$ cat config.mk
export PLATFORM = sky130hd
export DESIGN_NAME = hv_job_seq
export DESIGN_NICKNAME = d
export VERILOG_FILES = /design/src/rtl/hv_job_seq_pkg.sv /design/src/rtl/hv_job_seq.sv
export SDC_FILE = /design/constraint.sdc
export NUM_CORES = 1
export LEC_CHECK = 0
export BUFFER_PORTS_ARGS = -buffer_cell sky130_fd_sc_hd__buf_2
export CAP_MARGIN = 20
export CORE_ASPECT_RATIO = 0.7
export CORE_MARGIN = 2
export CORE_UTILIZATION = 30
export DETAILED_ROUTE_END_ITERATION = 12
export SLEW_MARGIN = 20
export SYNTH_ARGS = -nofsm -noshare
export SYNTH_HDL_FRONTEND = slang
export SYNTH_SLANG_ARGS = --single-unit
$ cat constraint.sdc
create_clock -name clk -period 4.1 [get_ports clk]
set_input_delay 0.205 -clock clk [delete_from_list [all_inputs] [get_ports clk]]
set_output_delay 0.205 -clock clk [all_outputs]
set_load 0.01 [all_outputs]
$ cat src/rtl/hv_job_seq_pkg.sv
// Shared definitions for the HV job sequencer: default widths and the
// state encoding, also used by the AXI-Lite register map.
package hv_job_seq_pkg;

    localparam int ADDR_W_DEF = 20;
    localparam int ITEM_W_DEF = 16;
    localparam int JOB_W_DEF  = 16;

    typedef enum logic [2:0] {
        S_IDLE = 3'd0,
        S_MATW = 3'd1,
        S_GAP  = 3'd2,
        S_RUN  = 3'd3,
        S_DONE = 3'd4
    } state_t;

endpackage

$ cat src/rtl/hv_job_seq.sv
// Job sequencer: item-memory write phase, one gap cycle, then a run phase
// that counts completed output frames; all outputs are registered.
module hv_job_seq
    import hv_job_seq_pkg::*;
#(
    parameter int ADDR_W = ADDR_W_DEF,
    parameter int ITEM_W = ITEM_W_DEF,
    parameter int JOB_W  = JOB_W_DEF
) (
    input  logic              clk,
    input  logic              rst,
    input  logic              cfg_v,
    output logic              cfg_ready,
    input  logic [ADDR_W-1:0] cfg_ngram,
    input  logic [ADDR_W-1:0] cfg_iter,
    input  logic [ITEM_W-1:0] cfg_items,
    input  logic [JOB_W-1:0]  cfg_jobs,
    input  logic              abort,
    input  logic              frame_done,
    output logic              matw,
    output logic [ITEM_W-1:0] mat_a,
    output logic              run,
    output logic              last,
    output logic [ADDR_W-1:0] addr_j,
    output logic [ADDR_W-1:0] addr_i,
    output logic              busy,
    output logic              done,
    output logic [JOB_W-1:0]  jobs_done
);

    state_t            state;
    logic [ITEM_W-1:0] item_rem;
    logic [JOB_W-1:0]  job_rem;

    // Handshake: a start is taken on any rising edge where cfg_v and
    // cfg_ready are both high and abort is low; cfg_ready is high only in IDLE.
    always_ff @(posedge clk) begin
        if (rst) begin
            state     <= S_IDLE;
            matw      <= 1'b0;
            run       <= 1'b0;
            last      <= 1'b0;
            done      <= 1'b0;
            busy      <= 1'b0;
            cfg_ready <= 1'b1;
            mat_a     <= '0;
            addr_i    <= '0;
            addr_j    <= '0;
            jobs_done <= '0;
            item_rem  <= '0;
            job_rem   <= '0;
        end else if (abort) begin
            // counters and jobs_done are left as-is; a new start reloads them
            state     <= S_IDLE;
            matw      <= 1'b0;
            run       <= 1'b0;
            last      <= 1'b0;
            done      <= 1'b0;
            busy      <= 1'b0;
            cfg_ready <= 1'b1;
        end else begin
            case (state)
                S_IDLE: begin
                    if (cfg_v) begin
                        addr_j    <= cfg_ngram;
                        addr_i    <= cfg_iter;
                        item_rem  <= cfg_items;
                        job_rem   <= cfg_jobs;
                        jobs_done <= '0;
                        mat_a     <= '0;
                        busy      <= 1'b1;
                        cfg_ready <= 1'b0;
                        if (cfg_items != '0) begin
                            state <= S_MATW;
                            matw  <= 1'b1;
                        end else begin
                            state <= S_GAP;
                        end
                    end
                end
                S_MATW: begin
                    item_rem <= item_rem - 1'b1;
                    if (item_rem == ITEM_W'(1)) begin
                        state <= S_GAP;
                        matw  <= 1'b0;
                    end else begin
                        mat_a <= mat_a + 1'b1;
                    end
                end
                S_GAP: begin
                    if (job_rem == '0) begin
                        state <= S_DONE;
                        done  <= 1'b1;
                    end else begin
                        state <= S_RUN;
                        run   <= 1'b1;
                        last  <= (job_rem == JOB_W'(1));
                    end
                end
                S_RUN: begin
                    if (frame_done) begin
                        jobs_done <= jobs_done + 1'b1;
                        job_rem   <= job_rem - 1'b1;
                        if (job_rem == JOB_W'(1)) begin
                            state <= S_DONE;
                            run   <= 1'b0;
                            last  <= 1'b0;
                            done  <= 1'b1;
                        end else begin
                            last <= (job_rem == JOB_W'(2));
                        end
                    end
                end
                S_DONE: begin
                    state     <= S_IDLE;
                    done      <= 1'b0;
                    busy      <= 1'b0;
                    cfg_ready <= 1'b1;
                end
                default: begin
                    state     <= S_IDLE;
                    matw      <= 1'b0;
                    run       <= 1'b0;
                    last      <= 1'b0;
                    done      <= 1'b0;
                    busy      <= 1'b0;
                    cfg_ready <= 1'b1;
                end
            endcase
        end
    end

endmodule
==> Implementation_results.wiki <==
{| class="wikitable"
! Metric !! Value
|-
| Unrepaired setup endpoints after global routing || false
|-
| H-tree Lvls || 4
|-
| Most frequent cells in the layout || sky130_fd_sc_hd__buf_2, sky130_fd_sc_hd__nand2_1, sky130_fd_sc_hd__dfxtp_1
|-
| Final clock skew || between 0.008 and 0.009 ns
|-
| Fraction of final layout cells with drive strength greater than 1 || 0.242
|-
| Die W || 165 um
|-
| Final core utilization || 0.385
|-
| Overall routing resource usage || 0.164
|-
| Antenna cells || 0
|-
| Highest achievable clock rate || about 0.40 GHz
|-
| Library cells used by synthesis || 65
|-
| Number of synthesized flops with an enable pin || 0
|-
| Synthesized Nets || just under 800
|-
| Avg Vias per Cell || 5.04
|-
| Commonest non-fill, non-tap cell in the layout || sky130_fd_sc_hd__buf_2
|-
| P&R area growth vs syn || 26.8%
|-
| Result of the run || complete, no violations
|-
| Number of pins with negative max-slew slack in the final report || 0
|-
| Final routed wire length divided by cell count || about 15 um
|-
| Via count of the first global-routing pass || 4600
|-
| Aggregate negative setup slack || 0 ns
|-
| Headroom to the max-slew limit || 0.302
|-
| Number of nets still failing antenna checks after routing || 0
|-
| Number of I/O pins || 155
|-
| Startpoint kind of the worst setup timing path || flop
|-
| Gate Count Post-Synth || 686
|-
| Vias after detailed routing || around 5400
|-
| Count of clock tree sinks || 113
|-
| Static power due to leakage || 2.80 nW
|-
| Post-synthesis register bit count || 113
|-
| Sequential fraction of the synthesis area || 0.418
|-
| Maximum clock path buffer count || 2
|-
| Post-route DRC violation count || 0
|-
| Inserted Clock Buffers || 17
|-
| Total chip power || 2.83 mW
|-
| Floorplan die height || 116 um
|-
| Worst Hold End || addr_i[4]$_SDFFE_PP0P_
|-
| Insertion delay to the later sink of the worst-skew pair || 0.40 ns
|-
| Reg clk slew, reported paths || roughly 0.050 ns
|-
| First-pass GRT wire length || between 20000 and 25000 um
|-
| Ratio of final minimum period to clock period || 0.616
|-
| Worst min-delay path startpoint || cfg_iter[4]
|-
| Arrival time reported for the critical path endpoint || about 2.9 ns
|-
| Summed instance area of the synthesized netlist || 5420 sq um
|-
| Setup-failing EPs final || 0
|-
| Class of the worst hold path || in -> reg
|-
| Peak supply drop || around 0.18 mV
|-
| Power Density || 413 nW/um^2
|-
| Required time of the critical path || around 4.5 ns
|-
| Sum of routed wire length over all layers || 15900 um
|-
| Post-synthesis async set-or-reset flop share || 0
|-
| Grt total ovfl || 0
|-
| Final #Nets || 907
|-
| Core box area || between 15000 and 20000 sq um
|-
| Number of hold violations in the final report || 0
|-
| Main flop type after synthesis || sky130_fd_sc_hd__dfxtp_1
|-
| Warnings, synthesis || 0
|-
| DP Wirelength || approximately 11000 um
|-
| Transition time at the pin with the least slew margin || 1.04 ns
|-
| Final Wtd Congestion || 0.866
|-
| # port buffers || 154
|-
| Number of rows in the core area || 41
|-
| Clock tree from TritonCTS || yes
|-
| Count of cells resized by post-cts repair || 0
|-
| Worst setup EP type || flop
|-
| Depth of the worst register-to-register path || 6
|-
| Post-CTS repair timing setup buffer count || 0
|-
| Number of design-rule violations left by the first detailed-router iteration || 350
|-
| Max capacitance violation total || 0
|-
| Antenna violations before repair || 0
|-
| Detailed-router iteration count before antenna repair || 5
|-
| Source of the worst register-to-register timing path || item_rem[0]$_SDFFE_PP0P_
|-
| DIE AREA || 19200 sq um
|-
| Synthesized area per cell || slightly below 8 sq um
|-
| R2R Path End || matw$_SDFFE_PP0P_
|-
| Kind of critical path || reg -> reg
|-
| Placed Cells incl. Taps || 1039
|-
| Pin count of the biggest net entering global routing || 53
|-
| Quantity of hold-fixing buffers added after cts || 0
|-
| Initial cell density of the core || 0.303
|-
| Period minus WS final || 2.52 ns
|-
| Worst Path Max Fanout || 18
|-
| Cells on Worst Hold Path || 3
|-
| Worst R2R Setup Slack || 1.58 ns
|-
| Layout fillers || 1937
|-
| Final cell count without fillers || 1065
|-
| CTS root buffer || sky130_fd_sc_hd__clkbuf_16
|}
synthesized netlist by cell type, drive strengths merged, types with 4 or more instances:
master / n / area share
a211oi: 8 / 0.012
a21oi: 68 / 0.064
a221oi: 5 / 0.0081
a22oi: 6 / 0.0083
and3: 5 / 0.0058
buf: 5 / 0.0058
clkbuf: 39 / 0.027
dfxtp: 113 / 0.42
ha: 8 / 0.018
inv: 8 / 0.0055
mux2i: 4 / 0.0074
nand2: 122 / 0.085
nand2b: 5 / 0.0058
nand3: 15 / 0.014
nand4: 12 / 0.014
nor2: 76 / 0.053
nor3: 23 / 0.024
nor3b: 5 / 0.0079
nor4: 15 / 0.020
o2111ai: 5 / 0.0081
o211ai: 10 / 0.014
o21ai: 33 / 0.030
o31ai: 4 / 0.0081
or3: 13 / 0.015
or4: 5 / 0.0076
xnor2: 11 / 0.018
xor2: 14 / 0.023
metal layers:
layer,wire length (um),track usage
met1,8260,0.250
met2,6390,0.221
met3,1190,0.0515
met4,70,0.0371
met5,0,0
power by group:
group	internal, mW	switching (mW)	total [mW]
Combinational	0.140	0.225	0.365
Clock	0.813	0.470	1.28
Sequential	1.14	0.0412	1.19
layout make-up:
cell class	count	area [sq um]	area share
Timing Repair Buffer	161	823	0.120
Multi-Input combinational cell	521	2960	0.430
Inverter	8	30.0	0.00437
Clock buffer	25	495	0.0722
Tap cell	236	295	0.0430
Sequential cell	113	2260	0.329
Clock inverter	1	5.00	0.000729
worst max-delay path, cell delays in order (launching register included):
cell and delay, ns:
sky130_fd_sc_hd__dfxtp_1 0.39, sky130_fd_sc_hd__ha_1 0.17, sky130_fd_sc_hd__nor4b_1 0.29, sky130_fd_sc_hd__nand4_1 0.67, sky130_fd_sc_hd__o21ai_0 0.56, sky130_fd_sc_hd__and3_1 0.21
sky130_fd_sc_hd__o221a_2 0.17
registers in the layout, summed over array words and instances, names as in the netlist:
register and cells:
state 3, item_rem 16, done 1, addr_j 20, last 1, cfg_ready 1
job_rem 16, run 1, addr_i 20, mat_a 16, busy 1, jobs_done 16
matw 1
logic make-up after synthesis:
group	synth area share
AND/OR/NAND/NOR	0.276
multiplexers	0.00739
buffers and inverters	0.0383
XOR/XNOR	0.0404
adder cells (fa/ha/maj)	0.0185
AO/OA/AOI/OAI	0.202
flip-flops	0.418
stage by stage:
stage / worst slack (ns) / hold WS (ns) / area (sq um)
floorplan: 2.18 / 0.341 / 5420
global placement: 1.66 / 0.437 / 6360
finish: 1.58 / 0.0375 / 6870
global route: 1.31 / 0.0165 / 6870
CTS: 1.63 / 0.0119 / 6870
detailed placement: 1.64 / 0.440 / 6370
how the worst max path moves through the flow:
stage	slack [ns]	from	cells past startpoint	end
2_1_floorplan	2.18	job_rem[7]$_SDFFE_PP0P_	6	job_rem[13]$_SDFFE_PP0P_
3_3_place_gp	1.66	item_rem[0]$_SDFFE_PP0P_	6	matw$_SDFFE_PP0P_
3_5_place_dp	1.64	state[1]$_SDFFE_PP0P_	5	job_rem[14]$_SDFFE_PP0P_
4_1_cts	1.63	item_rem[0]$_SDFFE_PP0P_	6	matw$_SDFFE_PP0P_
5_1_grt	1.31	item_rem[0]$_SDFFE_PP0P_	6	matw$_SDFFE_PP0P_
6_report	1.58	item_rem[0]$_SDFFE_PP0P_	6	matw$_SDFFE_PP0P_
No activity file was read; power rests on OpenSTA's default activity.
